**config.mk**
```make
export PLATFORM = sky130hd
export DESIGN_NAME = ahb_mux_dphase
export DESIGN_NICKNAME = d
export VERILOG_FILES = /design/src/rtl/ahb_mux_dphase_pkg.sv /design/src/rtl/ahb_mux_dphase_onehot.sv /design/src/rtl/ahb_mux_dphase.sv
export SDC_FILE = /design/constraint.sdc
export NUM_CORES = 1
export LEC_CHECK = 0
export BUFFER_PORTS_ARGS = -buffer_cell sky130_fd_sc_hd__buf_2
export CORE_MARGIN = 2
export CORE_UTILIZATION = 39
export DETAILED_ROUTE_END_ITERATION = 7
export GPL_TIMING_DRIVEN = 0
export MAX_ROUTING_LAYER = met4
export PLACE_DENSITY = 0.92
export SYNTH_ARGS = -nofsm -noshare
export SYNTH_HDL_FRONTEND = slang
export SYNTH_HIERARCHICAL = 1
export SYNTH_SLANG_ARGS = --single-unit
```
**constraint.sdc**
```tcl
create_clock -name hclk -period 3.5 [get_ports hclk]
set_clock_uncertainty 0.05 [all_clocks]
set_input_delay 0.7 -clock hclk [delete_from_list [all_inputs] [get_ports hclk]]
set_output_delay 0.7 -clock hclk [all_outputs]
set_load 0.005 [all_outputs]
```
**src/rtl/ahb_mux_dphase_pkg.sv**
```systemverilog
// Shared types for the AHB data-phase response mux: error FSM states and
// the HRESP encodings it drives.
package AHB_package;

  typedef enum logic [1:0] {
    DPH_IDLE = 2'd0,
    DPH_ERR1 = 2'd1,
    DPH_ERR2 = 2'd2
  } dph_state_e;

  localparam logic RESP_OKAY = 1'b0;
  localparam logic RESP_ERR  = 1'b1;

endpackage

```
**src/rtl/ahb_mux_dphase_onehot.sv**
```systemverilog
// One-hot checker: flags a vector with exactly one bit set and returns the
// position of that bit.
module ahb_onehot_chk #(
  parameter int N     = 2,
  parameter int IDX_W = (N > 1) ? $clog2(N) : 1
) (
  input  logic [N-1:0]     vec,
  output logic             is_onehot,
  output logic [IDX_W-1:0] index
);

  logic [4:0] ones;

  always_comb begin
    ones  = '0;
    index = '0;
    for (int i = 0; i < N; i++) begin
      ones = ones + 5'(vec[i]);
      if (vec[i]) index = IDX_W'(i);
    end
    is_onehot = (ones == 5'd1);
  end

endmodule

```
**src/rtl/ahb_mux_dphase.sv**
```systemverilog
// AHB data-phase response multiplexer with a built-in default slave that
// answers illegal (zero or multi-hot) selects with a two-cycle ERROR.
//
// state    | meaning
// ---------+----------------------------------------------------------
// DPH_IDLE | forward selected channel, or zero-wait OKAY if none
// DPH_ERR1 | first ERROR cycle, hready_out low
// DPH_ERR2 | second ERROR cycle, hready_out high, next transfer accepted
module ahb_mux_dphase
  import AHB_package::*;
#(
  parameter int CHANNEL_NUM = 2,
  parameter int PAYLOAD     = 34,
  parameter int READY_BIT   = 32,
  parameter int RESP_BIT    = 33,
  parameter int CNT_W       = 8
) (
  input  logic                                hclk,
  input  logic                                hreset_n,
  input  logic [CHANNEL_NUM-1:0]              sel,
  input  logic                                htrans_valid,
  input  logic                                hready,
  input  logic [CHANNEL_NUM-1:0][PAYLOAD-1:0] payload_in,
  output logic [PAYLOAD-1:0]                  payload_out,
  output logic [CHANNEL_NUM-1:0]              dphase_sel,
  output logic                                sel_err,
  output logic [CNT_W-1:0]                    err_cnt
);

  localparam int IDX_W = (CHANNEL_NUM > 1) ? $clog2(CHANNEL_NUM) : 1;

  dph_state_e       state, state_nxt;
  logic             sel_onehot, dph_onehot;
  logic [IDX_W-1:0] sel_idx, dph_idx;
  logic             accept, illegal;

  ahb_onehot_chk #(.N(CHANNEL_NUM), .IDX_W(IDX_W)) u_sel_chk (
    .vec       (sel),
    .is_onehot (sel_onehot),
    .index     (sel_idx)
  );

  ahb_onehot_chk #(.N(CHANNEL_NUM), .IDX_W(IDX_W)) u_dph_chk (
    .vec       (dphase_sel),
    .is_onehot (dph_onehot),
    .index     (dph_idx)
  );

  assign accept  = hready & htrans_valid;
  assign illegal = accept & ~sel_onehot;
  assign sel_err = (state != DPH_IDLE);

  // ERR1 drives hready_out low itself, so it must advance without waiting on hready
  always_comb begin
    state_nxt = state;
    case (state)
      DPH_ERR1: state_nxt = DPH_ERR2;
      DPH_ERR2: if (hready) state_nxt = illegal ? DPH_ERR1 : DPH_IDLE;
      DPH_IDLE: if (illegal) state_nxt = DPH_ERR1;
      default:  state_nxt = DPH_IDLE;
    endcase
  end

  always_ff @(posedge hclk or negedge hreset_n) begin
    if (!hreset_n) begin
      state      <= DPH_IDLE;
      dphase_sel <= '0;
      err_cnt    <= '0;
    end else begin
      state <= state_nxt;
      if (hready) begin
        dphase_sel <= (accept && sel_onehot) ? sel : '0;
        if (illegal && (err_cnt != {CNT_W{1'b1}}))
          err_cnt <= err_cnt + CNT_W'(1);
      end
    end
  end

  always_comb begin
    payload_out = '0;
    case (state)
      DPH_ERR1: payload_out[RESP_BIT] = RESP_ERR;
      DPH_ERR2: begin
        payload_out[RESP_BIT]  = RESP_ERR;
        payload_out[READY_BIT] = 1'b1;
      end
      default: begin
        if (dph_onehot) begin
          payload_out = payload_in[dph_idx];
        end else begin
          payload_out[RESP_BIT]  = RESP_OKAY;
          payload_out[READY_BIT] = 1'b1;
        end
      end
    endcase
  end

endmodule

```
# After elaboration in Yosys (flattened, before gate mapping)
# Index checks and enable logic that the tools add are counted.
[totals]
inputBits = 74
output_inout_bits = 45
ff_bits = 12
[classes]
eq_ne = 7
addsub = 3
n_bitwise = 3
n_mux = 13
reduce_logical = 7
n_lt_le_gt_ge = 1
[ops]
columns = ["cell", "n"]
rows = [
  ["$mux 34", 2],
  ["$mux 32", 2],
  ["$eq 5x1->1 const B", 2],
  ["$add 8x1->8 const B", 1],
  ["$mux 2", 4],
  ["$ne 8x8->1 const B", 1],
  ["$pmux 2 s3", 1],
  ["$add 1x1->2", 2],
  ["$ne 2x2->1 const B", 2],
  ["$reduce_and 2->1", 2],
  ["$mux 1", 3],
  ["$and 1x1->1", 2],
  ["$eq 2x1->1 const B", 1],
  ["$eq 2x2->1 const B", 1],
  ["$logic_and 1x1->1", 2],
  ["$logic_not 2->1", 1],
  ["$lt 1x2->1 const B", 1],
  ["$pmux 1 s2", 1],
  ["$reduce_bool 2->1", 1],
  ["$reduce_or 2->1", 1],
  ["$not 1->1", 1],
]

# Depth between registers and ports, before layout
# Gate-level depths: netlist (run 1).
[logic_depth]
ltp_word = 7
depth_mapped = 6
mapped_depth_nobuf = 5

# Hierarchy
# Netlist (run 1), hierarchy kept.
[modules_own_cells]
columns = ["module", "seq_area_each_um2", "area_each_um2", "instances", "cells_per_inst"]
rows = [
  ["ahb_mux_dphase", 300.3, 1186.1, 1, 139],
  ["ahb_onehot_chk", 0.0, 16.3, 2, 2],
]

# Least setup slack after synthesis (run 1)
# No wires, ideal clock.
[synth_path]
path_type = "register to output"
start = "register state[0]"
end = "output port payload_out[10]"
required_time_ns = 2.750
path_slack_ns = 1.393
arrival_ns = 1.357
path_stages_with_launch = 7
path_cell_list = "dfrtp_1 inv_1 ha_1 nand2b_1 clkbuf_1 clkbuf_1 nor2_1"
[synth_between]
elab_chain_cells = 3
[synth_lines]
columns = ["element", "line", "text"]
rows = [
  ["start: declaration", "ahb_mux_dphase.sv:32", "dph_state_e state, state_nxt;"],
  ["start signal: assignment", "ahb_mux_dphase.sv:70", "state <= state_nxt;"],
  ["$eq 2x2->1 or $eq 2x1->1 (tied branches)", "ahb_mux_dphase.sv:81", "case (state)"],
  ["$reduce_or 2->1 (no line) *", "-", ""],
  ["$mux 32 *", "ahb_mux_dphase.sv:81", ""],
  ["end: declaration", "ahb_mux_dphase.sv:24", "output logic [PAYLOAD-1:0] payload_out,"],
]
# Every way passes the cells marked *; elsewhere a longest branch is shown, timed or not.

# Final worst setup path (run 1)
[layout_path]
start = "register state[0]"
end = "output port payload_out[27]"
# Same word-level chain as after synthesis.

==> metrics.md, run 1 <==
| Metric | Value |
|---|---|
| Outcome | complete, no violations |
| CTS Sinks | 12 |
| Antenna Cells | 0 |
| Max cap viols | 0 |
| TritonCTS clock tree | done |
| Starting DRT DRC Count | 46 |
| Fin crit share | 0.796 |
| Layout cells sized above 1 | 0.517 |
| Worst EP required | approximately 2.8 ns |
| Die Y | 59.7 um |
| Starting Density | 0.403 |
| CP Capture Type | output port |
| HP Class | primary input to async pin |
| Commonest non-fill, non-tap cell in the layout | buf_2 |
| IO Port Bufs | about 120 |
| Nets | 344 |
| Slew at the pin closest to its max-slew limit | 0.407 ns |
| Vias in the first global route | 1215 |
| Largest net degree at the start of global routing | 13 |
| Worst Path Class, Setup | register to output port |
| CTS max path bufs | 2 |
| DRT antenna net count | 0 |
| Rel. slew slack | 0.729 |
| DIE AREA | 3570 um^2 |
| Core Box Area | 3000 um^2 |
| TritonCTS Buffers | 3 |
| H-tree Lvls | 1 |
| Die W | 59.7 um |
| Avg Cell Area, Syn | 8.53 um^2 |
| Drt drc | 0 |
| Placer Congestion | slightly above 0.8 |
| Worst-path clk slew | 0.07 ns |
| Syn_nets | around 220 |
| # resized after CTS | 0 |
| Worst skew pair latency | 0.27 ns |
| Hold Buf Count CTS | 0 |
| Rows | 20 |
| Final Hold Fails | 0 |
| Vias per inst | 5.01 |
| All-Layer GR Usage | 0.194 |
| I/O pin cnt | 119 |
| Slew Limit Fails | 0 |
| Final setup fails | 0 |
| Fin Setup TNS | 0 ns |
| Reg2Reg Setup Slack | 1.93 ns |
| Syn Inst Count | roughly 140 |
| Grt ovf | 0 |
| Fmax | 0.359 GHz |
| Critical Path Fanout Max | 10 |
| CP startpoint kind | register |
| Worst hold margin | 0.237 ns |
| Clk root buf | clkbuf_4 |
| Power Dens Cells | 398 nW/um^2 |
| First-pass GRT wire length | 5180 um |
| Routed Wire Length | approximately 3800 um |
| Final min period | 2.78 ns |
| Leakage | between 1 and 1.5 nW |
| RSZ-0062 raised after global routing | false |
| Pre-antenna DRT Iters | 4 |
| Dpl hpwl | 3210 um |
| Initial antenna violation count | 0 |
| Mapped Area | ~1200 um^2 |
| # fillers | about 260 |
| Most frequent cells in the layout | buf_2, nor2_1, mux2i_1 |
| DR WL/cell | around 13 um |
| YS warnings | 6 |
| Via count | between 1000 and 1500 |
| Crit path DAT | 2.03 ns |
| Setup Fix Bufs, Post-CTS | 0 |
| Worst IR drop on VDD | 0.296 mV |
| Area grow syn2layout | 54.0% |
[flip-flops by register name, indices dropped and copies added, names as in the netlist]
| signal | count |
|---|---|
| state | 2 |
| err_cnt | 8 |
| dphase_sel | 2 |
[per-layer routing]
layer  part of all wire  track usage  up-vias  wire [um]
met1               0.40        0.235      665       1540
met4              0.011       0.0635        0         41
met3              0.076       0.0346        4        291
li1                   -            -      740          -
met5                  0            -        -          0
met2               0.51        0.325       74       1940
[worst max-delay path, cell delays in order, from the launching register on]
cell	delay [ns]
dfrtp_1	0.39
inv_1	0.09
ha_1	0.32
nand2b_1	0.10
clkbuf_1	0.22
clkbuf_1	0.36
nor2_1	0.13
buf_2	0.15
[metrics by stage]
| step | instances | power, mW | utilization | area (um^2) | worst slack, ns |
|---|---|---|---|---|---|
| 2_1_floorplan | 142 | 0.458 | - | 1210 | 1.39 |
| 3_3_place_gp | 293 | 0.645 | 0.614 | 1840 | 1.04 |
| 3_5_place_dp | 293 | 0.660 | 0.614 | 1840 | 1.05 |
| 4_1_cts | 296 | 0.747 | 0.621 | 1870 | 0.734 |
| 5_1_grt | 296 | 0.808 | 0.621 | 1870 | 0.601 |
| 6_report | 296 | 0.743 | 0.621 | 1870 | 0.716 |
[path summary, 6_finish.rpt]
path | end | cells past startpoint | start
max | payload_out[27] | 7 | state[0]
min | err_cnt[0] | 1 | hreset_n
max reg2reg | err_cnt[1] | 4 | err_cnt[0]
min reg2reg | err_cnt[0] | 1 | err_cnt[0]
max in group asynchronous | err_cnt[7] | 1 | hreset_n
min in group hclk | err_cnt[0] | 1 | err_cnt[0]
[power breakdown]
group	internal, mW	total [mW]	switching, mW
registers	0.178	0.234	0.0559
clock network	0.0399	0.0864	0.0465
logic	0.214	0.422	0.208
[area by class of cell]
| cell class | count | area (um^2) | share of cell area |
|---|---|---|---|
| multi-input cells | 114 | 842 | 0.451 |
| repair buffers | 118 | 591 | 0.317 |
| flip-flops and latches | 12 | 300 | 0.161 |
| plain buffers | 9 | 42.5 | 0.0228 |
| well taps | 33 | 41.3 | 0.0221 |
| inverters | 7 | 26.3 | 0.0141 |
| clock buffers | 3 | 22.5 | 0.0121 |
Note: power is estimated with default switching activity, not from simulation.
==> inputs of run 2 (changes only) <==
--- a/config.mk
+++ b/config.mk
@@ -7,11 +7,11 @@
 export LEC_CHECK = 0
 export BUFFER_PORTS_ARGS = -buffer_cell sky130_fd_sc_hd__buf_2
 export CORE_MARGIN = 2
-export CORE_UTILIZATION = 39
+export CORE_UTILIZATION = 33
 export DETAILED_ROUTE_END_ITERATION = 7
 export GPL_TIMING_DRIVEN = 0
 export MAX_ROUTING_LAYER = met4
-export PLACE_DENSITY = 0.92
+export PLACE_DENSITY = 0.83
 export SYNTH_ARGS = -nofsm -noshare
 export SYNTH_HDL_FRONTEND = slang
 export SYNTH_HIERARCHICAL = 1
==> constraint.sdc (replaced) <==
create_clock -name hclk -period 2.5 [get_ports hclk]
set_clock_uncertainty 0.05 [all_clocks]
set_input_delay 0.5 -clock hclk [delete_from_list [all_inputs] [get_ports hclk]]
set_output_delay 0.5 -clock hclk [all_outputs]
set_load 0.005 [all_outputs]
==> run 2 against run 1 <==
Compared with the run above:
- sequential power rose by 40%
- sequential share of layout area down 0.49 points
- combinational power grew 41%
- clock power increased by 140%
- via count down 1.1%
- first-iteration DRC count is 35% lower
- non-clock buffer count down 1
- setup slack got worse by 0.50 ns
- die area grew 17%
- total power rose by 52%
- critical path depth shrank 1
- cell count is 5.1% higher
- critical path type unchanged
==> metrics.md, run 2 (synthesis results as in run 1) <==
| Metric | Value |
|---|---|
| Outcome | complete, no violations (unchanged) |
| Slew Limit Fails | 0 (unchanged) |
| IO Port Bufs | 118 (unchanged) |
| Worst hold margin | 0.0778 ns (was 0.237 ns) |
| Clk root buf | clkbuf_8 (was clkbuf_4) |
| TritonCTS Buffers | 3 (unchanged) |
| Fin area | 1920 um^2 (was 1870 um^2) |
| Die W | 64.6 um (was 59.7 um) |
| Vias in the first global route | 1334 (was 1215) |
| Layout cells sized above 1 | 0.532 (was 0.517) |
| Starting DRT DRC Count | 30 (was 46) |
| Leakage | 1.07 nW (was 1.05 nW) |
| TritonCTS clock tree | done (unchanged) |
| Most frequent cells in the layout | buf_2, nor2_1, mux2i_1 (unchanged) |
| Drt drc | 0 (unchanged) |
| Largest net degree at the start of global routing | 13 (unchanged) |
| Max reg flops | 8 (unchanged) |
| HP Class | primary input to async pin (unchanged) |
| Core Box Area | 3610 um^2 (was 3000 um^2) |
| Worst IR drop on VDD | 0.380 mV (was 0.296 mV) |
| CTS Sinks | 12 (unchanged) |
| Sequential Power Share | 0.288 (was 0.315) |
| I/O pin cnt | 119 (unchanged) |
| Grt ovf | 0 (unchanged) |
| Initial antenna violation count | 0 (unchanged) |
| All-Layer GR Usage | 0.173 (was 0.194) |
| Critical Path Fanout Max | 10 (unchanged) |
| Routed Wire Length | 3630 um (was 3810 um) |
| Rel. slew slack | 0.778 (was 0.729) |
| Commonest non-fill, non-tap cell in the layout | buf_2 (unchanged) |
| Dpl hpwl | 3100 um (was 3210 um) |
| Power Dens Cells | 589 nW/um^2 (was 398 nW/um^2) |
| Die Y | 64.6 um (was 59.7 um) |
| Max cap viols | 0 (unchanged) |
| Multi-input logic area | 842 um^2 (unchanged) |
| Crit path DAT | 1.73 ns (was 2.03 ns) |
| FF/Latch Area | 300 um^2 (unchanged) |
| Worst Setup Slack, final | 0.218 ns (was 0.716 ns) |
| Vias per inst | 4.71 (was 5.01) |
| Switch share | 0.385 (was 0.418) |
| Pre-antenna DRT Iters | 4 (unchanged) |
| Switching power | 436 uW (was 311 uW) |
| Final Hold Fails | 0 (unchanged) |
| Int Pwr | 697 uW (was 432 uW) |
| Comb pwr share | 0.527 (was 0.568) |
| Antenna Cells | 0 (unchanged) |
| Nets | 343 (was 344) |
| Slew at the pin closest to its max-slew limit | 0.332 ns (was 0.407 ns) |
| Filler-free cell count of the finished design | 311 (was 296) |
| Reg-to-reg endpoint | err_cnt[1] (unchanged) |
| Dpl cells | 308 (was 293) |
| H-tree Lvls | 1 (unchanged) |
| Largest reg by FF count | err_cnt (unchanged) |
| First-pass GRT wire length | 5600 um (was 5180 um) |
| Clock share of power | 0.185 (was 0.116) |
| Placer Congestion | 0.906 (was 0.823) |
| # fillers | 347 (was 262) |
| R2r worst-path depth | 4 (unchanged) |
| Rows | 22 (was 20) |
| CP startpoint kind | register (unchanged) |
| Placed Area | 1860 um^2 (was 1840 um^2) |
| Fin Setup TNS | 0 ns (unchanged) |
| Worst Path Class, Setup | register to output port (unchanged) |
| Area grow syn2layout | 58.9% (was 54.0%) |
| RR Startpoint | err_cnt[0] (unchanged) |
| Worst EP required | 1.95 ns (was 2.75 ns) |
| RSZ-0062 raised after global routing | false (unchanged) |
| Reg2Reg Setup Slack | 0.94 ns (was 1.93 ns) |
| DIE AREA | 4170 um^2 (was 3570 um^2) |
| Largest registers | err_cnt x8, dphase_sel x2, state x2 (unchanged) |
| CP Capture Type | output port (unchanged) |
| Via count | 1466 (was 1483) |
| DP Worst Slack | 0.194 ns (was 1.05 ns) |
| Fin util | 0.534 (was 0.621) |
| CTS max path bufs | 2 (unchanged) |
| Final setup fails | 0 (unchanged) |
| Starting Density | 0.336 (was 0.403) |
| Fmax | between 0.4 and 0.5 GHz |
| Worst skew pair latency | 0.24 ns (was 0.27 ns) |
| DRT antenna net count | 0 (unchanged) |
| Worst-path clk slew | 0.05 ns (was 0.07 ns) |
| Total chip power | 1.13 mW (was 743 uW) |
| Final min period | 2.28 ns |
| Fin crit share | 0.913 |
| DR WL/cell | 11.7 um (was 12.9 um) |
run 2: cell counts in the layout (fill, tap and decap cells not counted):
No cell type changed its count.
run 2: critical path, cell delays in order, from the launching register on:
cell and delay [ns]:
dfrtp_1 0.37, inv_1 0.08, ha_1 0.33, nand2b_1 0.24
clkbuf_4 0.23, nor2_1 0.12, buf_2 0.12
run 2: area by class of cell:
cell class	count	share of cell area
tap	48	0.0312
clock buffer	4	0.0286
inverter	7	0.0137
timing repair buffer	118	0.307
buffer	8	0.0260
multi-input combinational	114	0.438
sequential	12	0.156
run 2: how the worst max path moves through the flow:
stage	start	end	slack, ns
final	state[0]	payload_out[13]	0.22
after global routing	state[1]	payload_out[2]	0.07
after CTS	state[0]	payload_out[2]	0.07
after detailed placement	state[0]	payload_out[2]	0.19
after global placement	state[0]	payload_out[2]	0.23
after floorplan	state[0]	payload_out[10]	0.59
run 2: metal layers:
metal | wire length (um) | GRT usage | up-vias
met5 | 0 | - | -
met4 | 63 | 0.0585 | 0
met3 | 221 | 0.0260 | 6
met2 | 1870 | 0.309 | 63
li1 | - | - | 735
met1 | 1470 | 0.198 | 662
run 2: power groups by stage:
stage | registers [mW] | logic, mW | clock network, mW
floorplan | 0.318 | 0.323 | 0
global placement | 0.324 | 0.585 | 0
detailed placement | 0.328 | 0.596 | 0
CTS | 0.326 | 0.601 | 0.216
global route | 0.340 | 0.672 | 0.228
finish | 0.327 | 0.597 | 0.210
run 2: repair_timing:
item	in CTS	in global routing
setup endpoints to repair	30	30
buffers inserted	0	0
resized for setup	3	6
hold buffers	0	0
